$ cat src/rtl/mem_arb_pkg.sv
// mem_arb_pkg: shared state, requester-id and memory-direction encodings for the memory arbiter
package mem_arb_pkg;
    typedef enum logic [1:0] {
        IDLE   = 2'd0,
        ACCESS = 2'd1,
        RESP   = 2'd2
    } state_t;
    localparam logic REQ_I     = 1'b0;
    localparam logic REQ_D     = 1'b1;
    localparam logic MEM_READ  = 1'b1;
    localparam logic MEM_WRITE = 1'b0;
endpackage

$ cat src/rtl/mem_arbiter_if.sv
// mem_arbiter_if: fetch port, load/store port and memory-side bus of the memory arbiter
interface mem_arbiter_if #(
    parameter int AW = 32,
    parameter int DW = 32
);
    logic          i_req_valid;
    logic [AW-1:0] i_req_addr;
    logic          i_req_ready;
    logic          i_rsp_valid;
    logic [DW-1:0] i_rsp_data;
    logic          d_req_valid;
    logic          d_req_we;
    logic [AW-1:0] d_req_addr;
    logic [DW-1:0] d_req_wdata;
    logic          d_req_ready;
    logic          d_rsp_valid;
    logic [DW-1:0] d_rsp_data;
    logic [AW-1:0] mem_addr;
    logic [DW-1:0] mem_wdata;
    logic          mem_rw;
    logic [DW-1:0] mem_rdata;
    modport slave (
        input  i_req_valid, i_req_addr, d_req_valid, d_req_we, d_req_addr, d_req_wdata, mem_rdata,
        output i_req_ready, i_rsp_valid, i_rsp_data, d_req_ready, d_rsp_valid, d_rsp_data,
               mem_addr, mem_wdata, mem_rw
    );
    modport master (
        output i_req_valid, i_req_addr, d_req_valid, d_req_we, d_req_addr, d_req_wdata, mem_rdata,
        input  i_req_ready, i_rsp_valid, i_rsp_data, d_req_ready, d_rsp_valid, d_rsp_data,
               mem_addr, mem_wdata, mem_rw
    );
endinterface

$ cat src/rtl/mem_arbiter_rr_arb2.sv
// rr_arb2: combinational 2-way round-robin picker (bit 0 = fetch, bit 1 = data)
module rr_arb2
    import mem_arb_pkg::*;
(
    input  logic [1:0] i_valid,
    input  logic       i_last_grant,
    output logic [1:0] o_grant
);
    // a lone requester always wins; a tie goes to the side that did not win last time
    always_comb begin
        o_grant = (&i_valid) ? ((i_last_grant == REQ_D) ? 2'b01 : 2'b10) : i_valid;
    end
endmodule

$ cat src/rtl/mem_arbiter.sv
// mem_arbiter: shares the single-port 1-cycle-latency memory between instruction fetch and load/store
module mem_arbiter
    import mem_arb_pkg::*;
#(
    parameter int AW = 32,
    parameter int DW = 32
) (
    input  logic         clk,
    input  logic         resetn,
    mem_arbiter_if.slave bus
);
    state_t        r_state;
    logic          r_last_grant;
    logic          r_id;
    logic          r_we;
    logic [AW-1:0] r_mem_addr;
    logic [DW-1:0] r_mem_wdata;
    logic          r_mem_rw;
    logic [1:0]    w_grant;
    logic [1:0]    w_ready;
    logic          w_hs;
    logic          w_gnt_d;
    logic          w_resp;
    logic          w_rsp_i;
    logic          w_rsp_d;

    rr_arb2 u_rr (
        .i_valid      ({bus.d_req_valid, bus.i_req_valid}),
        .i_last_grant (r_last_grant),
        .o_grant      (w_grant)
    );

    // accept only in IDLE and never while reset is held; responses only in RESP
    always_comb begin
        w_ready = (resetn && r_state == IDLE) ? w_grant : 2'b00;
        w_hs    = |w_ready;
        w_gnt_d = w_ready[1];
        w_resp  = resetn && r_state == RESP;
        w_rsp_i = w_resp && r_id == REQ_I;
        w_rsp_d = w_resp && r_id == REQ_D;
    end

    // fixed three-step walk: accept, access memory, respond
    always_ff @(posedge clk) begin
        if (!resetn)
            r_state <= IDLE;
        else
            r_state <= (r_state == IDLE) ? (w_hs ? ACCESS : IDLE) : (r_state == ACCESS) ? RESP : IDLE;
    end

    // latch the winner's request; memory lines stay a harmless read except during a store's ACCESS
    always_ff @(posedge clk) begin
        if (!resetn) begin
            r_last_grant <= REQ_D;
            r_id         <= REQ_I;
            r_we         <= 1'b0;
            r_mem_addr   <= '0;
            r_mem_wdata  <= '0;
            r_mem_rw     <= MEM_READ;
        end else if (w_hs) begin
            r_last_grant <= w_gnt_d;
            r_id         <= w_gnt_d;
            r_we         <= w_gnt_d & bus.d_req_we;
            r_mem_addr   <= w_gnt_d ? bus.d_req_addr : bus.i_req_addr;
            r_mem_wdata  <= w_gnt_d ? bus.d_req_wdata : '0;
            r_mem_rw     <= (w_gnt_d && bus.d_req_we) ? MEM_WRITE : MEM_READ;
        end else begin
            r_mem_rw     <= MEM_READ;
        end
    end

    assign bus.i_req_ready = w_ready[0];
    assign bus.d_req_ready = w_ready[1];
    assign bus.i_rsp_valid = w_rsp_i;
    assign bus.d_rsp_valid = w_rsp_d;
    assign bus.i_rsp_data  = w_rsp_i ? bus.mem_rdata : '0;
    assign bus.d_rsp_data  = (w_rsp_d && !r_we) ? bus.mem_rdata : '0;
    assign bus.mem_addr    = r_mem_addr;
    assign bus.mem_wdata   = r_mem_wdata;
    assign bus.mem_rw      = r_mem_rw;
endmodule

$ cat src/flat_wrapper.sv
// flat-port wrapper written by rule: the top's interface ports become plain ports
module mem_arbiter_flat import mem_arb_pkg::*;
#(
    parameter int AW = 32,
    parameter int DW = 32
)
  (clk, resetn, bus_i_req_valid, bus_i_req_addr, bus_d_req_valid, bus_d_req_we, bus_d_req_addr, bus_d_req_wdata, bus_mem_rdata, bus_i_req_ready, bus_i_rsp_valid, bus_i_rsp_data, bus_d_req_ready, bus_d_rsp_valid, bus_d_rsp_data, bus_mem_addr, bus_mem_wdata, bus_mem_rw);
  mem_arbiter_if #(.AW(AW), .DW(DW)) bus_i ();
  input  logic clk;
  input  logic resetn;
  input wire logic [$bits(bus_i.i_req_valid)-1:0] bus_i_req_valid;
  input wire logic [$bits(bus_i.i_req_addr)-1:0] bus_i_req_addr;
  input wire logic [$bits(bus_i.d_req_valid)-1:0] bus_d_req_valid;
  input wire logic [$bits(bus_i.d_req_we)-1:0] bus_d_req_we;
  input wire logic [$bits(bus_i.d_req_addr)-1:0] bus_d_req_addr;
  input wire logic [$bits(bus_i.d_req_wdata)-1:0] bus_d_req_wdata;
  input wire logic [$bits(bus_i.mem_rdata)-1:0] bus_mem_rdata;
  output wire logic [$bits(bus_i.i_req_ready)-1:0] bus_i_req_ready;
  output wire logic [$bits(bus_i.i_rsp_valid)-1:0] bus_i_rsp_valid;
  output wire logic [$bits(bus_i.i_rsp_data)-1:0] bus_i_rsp_data;
  output wire logic [$bits(bus_i.d_req_ready)-1:0] bus_d_req_ready;
  output wire logic [$bits(bus_i.d_rsp_valid)-1:0] bus_d_rsp_valid;
  output wire logic [$bits(bus_i.d_rsp_data)-1:0] bus_d_rsp_data;
  output wire logic [$bits(bus_i.mem_addr)-1:0] bus_mem_addr;
  output wire logic [$bits(bus_i.mem_wdata)-1:0] bus_mem_wdata;
  output wire logic [$bits(bus_i.mem_rw)-1:0] bus_mem_rw;
  assign bus_i.i_req_valid = bus_i_req_valid;
  assign bus_i.i_req_addr = bus_i_req_addr;
  assign bus_i.d_req_valid = bus_d_req_valid;
  assign bus_i.d_req_we = bus_d_req_we;
  assign bus_i.d_req_addr = bus_d_req_addr;
  assign bus_i.d_req_wdata = bus_d_req_wdata;
  assign bus_i.mem_rdata = bus_mem_rdata;
  assign bus_i_req_ready = bus_i.i_req_ready;
  assign bus_i_rsp_valid = bus_i.i_rsp_valid;
  assign bus_i_rsp_data = bus_i.i_rsp_data;
  assign bus_d_req_ready = bus_i.d_req_ready;
  assign bus_d_rsp_valid = bus_i.d_rsp_valid;
  assign bus_d_rsp_data = bus_i.d_rsp_data;
  assign bus_mem_addr = bus_i.mem_addr;
  assign bus_mem_wdata = bus_i.mem_wdata;
  assign bus_mem_rw = bus_i.mem_rw;
  mem_arbiter #(.AW(AW), .DW(DW)) u_core (.clk(clk), .resetn(resetn), .bus(bus_i));
endmodule
$ cat config.mk
export PLATFORM = sky130hd
export DESIGN_NAME = mem_arbiter_flat
export DESIGN_NICKNAME = d
export VERILOG_FILES = /design/src/rtl/mem_arb_pkg.sv /design/src/rtl/mem_arbiter_if.sv /design/src/rtl/mem_arbiter_rr_arb2.sv /design/src/rtl/mem_arbiter.sv /design/src/flat_wrapper.sv
export SDC_FILE = /design/constraint.sdc
export NUM_CORES = 1
export LEC_CHECK = 0
export ABC_AREA = 1
export CAP_MARGIN = 15
export CORE_MARGIN = 2
export CORE_UTILIZATION = 38
export CTS_BUF_LIST = sky130_fd_sc_hd__clkbuf_4 sky130_fd_sc_hd__clkbuf_8 sky130_fd_sc_hd__clkbuf_16
export CTS_CLUSTER_SIZE = 14
export DETAILED_ROUTE_END_ITERATION = 7
export GPL_ROUTABILITY_DRIVEN = 0
export MAX_ROUTING_LAYER = met4
export PLACE_DENSITY = 0.95
export SYNTH_ARGS = -nofsm -noshare
export SYNTH_HDL_FRONTEND = slang
export SYNTH_SLANG_ARGS = --single-unit
$ cat constraint.sdc
create_clock -name clk -period 3.4 [get_ports clk]
set_clock_uncertainty 0.2 [all_clocks]
set_input_delay 0.34 -clock clk [delete_from_list [all_inputs] [get_ports clk]]
set_output_delay 0.34 -clock clk [all_outputs]
set_load 0.02 [all_outputs]
==> run_results.csv, run 1 <==
group,metric,value,unit
clock_tree,cts_buffers,9,
final_layout,fill_cells,736,
routing,vias_per_cell,4.534,
routing,routed_wl,12550,um
timing,hold_violations,0,
placement,hpwl,9674,um
timing,worst_pin_slew,659.2,ps
clock_tree,postCtsSetupRepairBufs,0,
power_and_ir_drop,ir_drop,0.3148,mV
clock_tree,clock-sinks,70,
routing,drt_first_iter_violations,129,
placement,placedCellCount,953,
clock_tree,cts_max_level,3,
global_routing,grt_pass1_vias,3995,
placement,place.port_buffers,265,
die,initial_core_util,0.3951,
final_layout,register_area,1401,um2
clock_tree,clk_latency,330,ps
final_layout,layout.nets,968,
routing,ant_nets,0,
timing,rsz0062_at_grt,"no",
die,die_y,102.3,um
timing,drv_slew,0,
timing,setup_viol,0,
worst_setup_path,endpoint,"bus_d_rsp_data[20]",
worst_setup_path,critPathKind,"input port to output port",
worst_setup_path,cp-end-kind,"output port",
timing,whs,263.3,ps
final_layout,fin_area,6600,um2
final_layout,post-route-util,0.7109,
routing,dr.pass1.iters,4,
clock_tree,postCtsHoldBufs,0,
global_routing,grt_first_pass_wirelength,18930,um
timing,timing.fmax,358.3,MHz
final_layout,layoutNonFillerInstCount,972,
die,fp.dieW,102.3,um
worst_setup_path,cp_max_fo,32,
die,die_area,10460,um2
clock_tree,ctsResizeCount,0,
worst_setup_path,worstPathRequired,2860,ps
die,io_pins,266,
clock_tree,cts_tree,"built",
worst_setup_path,r2r_end,"u_core.bus.mem_addr[4]",
global_routing,grt_usage,0.2397,
global_routing,grt_overflow,0,
worst_setup_path,crit_start,"resetn",
yosys,yosysSeqAreaShare,0.3820,
yosys,synth_cell_types,17,
clock_tree,cts_buffer_depth,2,
clock_tree,root_buffer,"clkbuf_8",
routing,wl_per_cell,12.91,um
clock_tree,clk_pin_slew_worst_paths,70,ps
yosys,ys_seq_elements,70,
final_layout,area_growth,79.91,%
die,coreArea,9284,um2
die,num_rows,35,
final_layout,drive_above_1_share,0.04048,
timing,period_minus_slack,2791,ps
yosys,synth_cells,588,
yosys,syn_avg_cell_area,6.239,um2
power_and_ir_drop,powerDensity,374.5,nW/um2
yosys,syn-cell-area,3669,um2
routing,drc,0,
outcome,outcome,"complete, no violations",
global_routing,antenna_found_initial,0,
timing,post-route-period-util,0.8208,
yosys,synth_fp_nets,721,
power_and_ir_drop,p_leak,2.977,nW
final_layout,multi_input_area,1753,um2
worst_setup_path,r2r_setup_slack,1350,ps
worst_hold_path,hold_class,"flop to flop",
worst_setup_path,start_kind,"input port",
yosys,yosys_warnings,0,
worst_setup_path,rr_worst_depth,10,
run,drv_cap,0,
placement,dpl_cell_area,6322,um2
worst_setup_path,arrival,2250,ps
global_routing,grt_max_degree,72,
routing,vias,4407,
worst_setup_path,timing.rr.start,"u_core.r_state[0]",
timing,slew_headroom,0.5605,
timing,fin_setup_tns,0,ps
## through the flow
step | worst slack [ps] | power [mW]
6_report | 609.4 | 2.472
5_1_grt | 464.9 | 2.589
4_1_cts | 576.6 | 2.494
3_5_place_dp | 577.2 | 1.595
3_3_place_gp | 624.4 | 1.584
2_1_floorplan | 1084 | 1.263
## worst min path at each step
| stage | startpoint | endpoint | slack (ps) | cells after the start |
|---|---|---|---|---|
| floorplan | bus_d_req_we | u_core.bus.mem_rw | 230 | 1 |
| global placement | u_core.r_id | u_core.r_id | 250 | 2 |
| detailed placement | u_core.r_id | u_core.r_id | 250 | 2 |
| CTS | u_core.r_id | u_core.r_id | 260 | 2 |
| global route | u_core.r_state[0] | u_core.r_state[1] | 290 | 2 |
| finish | u_core.r_id | u_core.r_id | 260 | 2 |
## layout make-up
type / instances / area share
diodes: 3 / 0.001137
clock buffers: 10 / 0.02085
clock inverters: 6 / 0.02009
inverters: 73 / 0.04152
multi-input cells: 405 / 0.2656
flip-flops and latches: 70 / 0.2123
well taps: 129 / 0.02446
repair buffers: 276 / 0.4140
## critical path, stage by stage
cell,delay [ps]
clkdlybuf4s50_1,540
nand2_2,110
nor3_1,210
nand2_1,70
buf_4,230
nor2_1,130
clkdlybuf4s50_1,620
## per-layer routing
layer  share of wire  vias up  GRT usage
li1                -     2263          -
met3           0.064       23    0.04993
met1            0.36     1961     0.2383
met2            0.54      160     0.4372
met5               0        -          -
met4           0.029        0     0.1272
## cell usage in the layout (no fill, tap or decap), types with 2 or more instances in the layout
master / instances
nand3_1: 35
dfxtp_1: 70
clkdlybuf4s50_1: 264
buf_4: 12
diode_2: 3
nand3b_1: 32
nand2_1: 135
clkbuf_8: 10
nor2_1: 161
nor3_1: 2
nand2_2: 3
a21oi_1: 35
inv_1: 71
bufinv_16: 4
## state kept, by name, indices dropped and copies added, names as in the netlist
register,flops
u_core.bus.mem_rw,1
u_core.bus.mem_addr,32
u_core.r_state,2
u_core.r_last_grant,1
u_core.r_id,1
u_core.r_we,1
u_core.bus.mem_wdata,32
## cells in the mapped netlist
master	instances	area share
buf_2	18	0.025
clkinv_1	1	0.0010
nor3_1	2	0.0027
inv_2	1	0.0010
nand3_1	35	0.048
nor2_4	1	0.0031
nand2_4	1	0.0031
buf_4	4	0.0082
clkbuf_1	11	0.011
inv_1	71	0.073
dfxtp_1	70	0.38
nand2_1	135	0.14
nand3b_1	32	0.065
nand2_2	3	0.0051
a21oi_1	35	0.048
buf_6	7	0.021
nor2_1	161	0.16
## power by group
group | total (mW) | leakage (nW) | switching, mW | internal, mW
registers | 0.910 | 0.572 | 0.0276 | 0.882
clock network | 0.895 | 0.133 | 0.315 | 0.580
logic | 0.667 | 2.27 | 0.323 | 0.344
## cells by family (layout without fill, tap and decap cells)
logic type / count (synthesis) / count (layout) / share of synthesized area
buffers and inverters: 113 / 365 / 0.1402
other: 0 / 3 / 0
DFF: 70 / 70 / 0.3820
and+or+nand+nor: 370 / 370 / 0.4301
AOI/OAI and AO/OA: 35 / 35 / 0.04775
No activity file was read; power rests on OpenSTA's default activity.
==> run 2: changes to the inputs <==
--- a/config.mk
+++ b/config.mk
@@ -8,13 +8,13 @@
 export ABC_AREA = 1
 export CAP_MARGIN = 15
 export CORE_MARGIN = 2
-export CORE_UTILIZATION = 38
+export CORE_UTILIZATION = 32
 export CTS_BUF_LIST = sky130_fd_sc_hd__clkbuf_4 sky130_fd_sc_hd__clkbuf_8 sky130_fd_sc_hd__clkbuf_16
 export CTS_CLUSTER_SIZE = 14
 export DETAILED_ROUTE_END_ITERATION = 7
 export GPL_ROUTABILITY_DRIVEN = 0
 export MAX_ROUTING_LAYER = met4
-export PLACE_DENSITY = 0.95
+export PLACE_DENSITY = 0.86
 export SYNTH_ARGS = -nofsm -noshare
 export SYNTH_HDL_FRONTEND = slang
 export SYNTH_SLANG_ARGS = --single-unit
==> constraint.sdc (replaced) <==
create_clock -name clk -period 2.4 [get_ports clk]
set_clock_uncertainty 0.2 [all_clocks]
set_input_delay 0.24 -clock clk [delete_from_list [all_inputs] [get_ports clk]]
set_output_delay 0.24 -clock clk [all_outputs]
set_load 0.02 [all_outputs]
==> run 2 against run 1 <==
Effect of this change: critical path depth increased by 1; via count increased by 0.29%; utilization decreased by 13 points; power increased by 40%; sequential power increased by 42%; global-route usage decreased by 3.5 points; first-iteration DRC count increased by 97%; critical path type unchanged; largest power group unchanged; highest routed layer unchanged.
==> run_results.csv, run 2 (synthesized netlist as in run 1, its figures left out) <==
group,metric,value,unit
routing,wl_met1,4803,um
routing,routed_wl,12680,um
routing,ant_nets,0,
clock_tree,postCtsHoldBufs,0,
global_routing,grt_usage,0.2048,
final_layout,post-route-util,0.5858,
final_layout,area_growth,80.76,%
placement,dpl_cell_area,6430,um2
power_and_ir_drop,powerDensity,521.5,nW/um2
die,initial_core_util,0.3240,
clock_tree,cts_buffers,9,
worst_hold_path,hold_class,"input port to flop",
global_routing,grt_first_pass_wirelength,19950,um
worst_setup_path,crit_chain,"clkdlybuf4s50_1 > nand2_2 > buf_4 > nor2_1 > nand2_1 > buf_12 > nor2_1 > dlygate4sd2_1",
timing,drv_slew,0,
timing,post-route-period-util,0.9578,
clock_tree,cts_buffer_depth,2,
worst_setup_path,critPathMaxStageDelay,510,ps
power_and_ir_drop,total_power,3.458,mW
clock_tree,clock-sinks,70,
routing,top_layer,"met4",
power_and_ir_drop,ir_drop,0.3213,mV
final_layout,drive_above_1_share,0.04621,
timing,setup_viol,0,
timing,timing.fmax,435.0,MHz
final_layout,register_area,1401,um2
final_layout,fill_cells,1080,
timing,worst_pin_slew,452.8,ps
final_layout,layoutNonFillerInstCount,987,
timing,hold_violations,0,
global_routing,grt_max_degree,54,
timing,rsz0062_at_grt,"no",
global_routing,grt_overflow,0,
worst_setup_path,critPathKind,"input port to output port",
die,coreArea,11320,um2
routing,routed-wl-met3,908,um
worst_setup_path,crit_start,"resetn",
routing,drc,0,
power_and_ir_drop,p_leak,3.340,nW
worst_setup_path,arrival,1860,ps
routing,vias,4420,
clock_tree,clk_pin_slew_worst_paths,60,ps
final_layout,antenna_cells,0,
die,fp.dieW,111.1,um
final_layout,multi_input_area,1753,um2
timing,period_minus_slack,2299,ps
clock_tree,cts_max_level,3,
placement,placedCellCount,971,
timing,slew_headroom,0.6981,
worst_setup_path,cp-end-kind,"output port",
worst_setup_path,worstPathRequired,1960,ps
worst_setup_path,start_kind,"input port",
routing,wl_per_cell,12.85,um
outcome,outcome,"complete, no violations",
worst_hold_path,holdCritStartpoint,"bus_d_req_we",
worst_setup_path,slowest_stage,"clkdlybuf4s50_1",
die,io_pins,266,
worst_setup_path,cp_common_cell,"nor2_1",
timing,fin_setup_tns,0,ps
global_routing,antenna_found_initial,0,
die,die_y,111.1,um
placement,place.port_buffers,265,
global_routing,grt_pass1_vias,4068,
worst_setup_path,timing.rr.start,"u_core.r_state[0]",
clock_tree,clk_latency,330,ps
placement,hpwl,9550,um
final_layout,layout_common_cells,"199 x clkdlybuf4s50_1, 161 x nor2_1, 135 x nand2_1",
die,die_area,12340,um2
run,drv_cap,0,
routing,dr.pass1.iters,5,
worst_setup_path,cp_max_fo,33,
die,num_rows,39,
clock_tree,cts_tree,"built",
routing,drt_first_iter_violations,254,
clock_tree,root_buffer,"clkbuf_16",
routing,vias_per_cell,4.478,
final_layout,final_common_cell,"clkdlybuf4s50_1",
final_layout,layout.nets,972,
final_layout,fin_area,6631,um2
clock_tree,postCtsSetupRepairBufs,0,
routing,met2_length,6612,um
-- run 2: changes by cell type in the layout (fill, tap and decap cells not counted), moves of 3 or more --
cell             change
buf_12               +5
bufinv_16            -4
clkbuf_16            +9
clkbuf_8            -10
clkdlybuf4s50_1     -65
clkinv_4             +3
diode_2              -3
dlygate4sd2_1       +62
-- run 2: per-stage QoR --
stage          setup slack, ps  hold WS (ps)
3_5_place_dp            -180.0         257.5
3_3_place_gp            -169.3         249.0
2_1_floorplan            264.8         128.6
5_1_grt                  4.230         257.1
4_1_cts                  1.858         235.3
6_report                 101.2         240.7
-- run 2: routing by layer --
layer | up-vias | GRT usage
met5 | - | -
met4 | 0 | 0.08642
li1 | 2272 | -
met3 | 24 | 0.04483
met1 | 1932 | 0.2165
met2 | 192 | 0.3693
-- run 2: final timing paths --
| check | endpoint | slack (ps) | cells after the start |
|---|---|---|---|
| max | bus_i_rsp_data[25] | 100 | 8 |
| min | u_core.bus.mem_rw | 240 | 2 |
| max reg2reg | u_core.bus.mem_addr[0] | 400 | 11 |
| min reg2reg | u_core.r_state[1] | 260 | 2 |
-- run 2: critical path, delay by kind of cell --
family	cells	cell delay [ps]
buf+inv	4	1190
simple gates	4	430
-- run 2: timing repair --
item                                    4_1_cts  5_1_grt
endpoints found under the hold margin         0        0
endpoints found under the setup margin       63        2
resized for setup                            63        2
-- run 2: power breakdown --
group	total [mW]	switching, mW	internal (mW)	leakage, nW
Clock	1.22	0.516	0.700	0.131
Combinational	0.952	0.459	0.493	2.64
Sequential	1.29	0.0397	1.25	0.572
Total	3.46	1.01	2.44	3.34
-- run 2: cell type report --
type	instances	share of cell area
repair buffers	280	0.4143
multi-input cells	405	0.2643
flip-flops and latches	70	0.2113
inverters	73	0.04132
clock buffers	9	0.03396
well taps	143	0.02698
clock inverters	7	0.007736
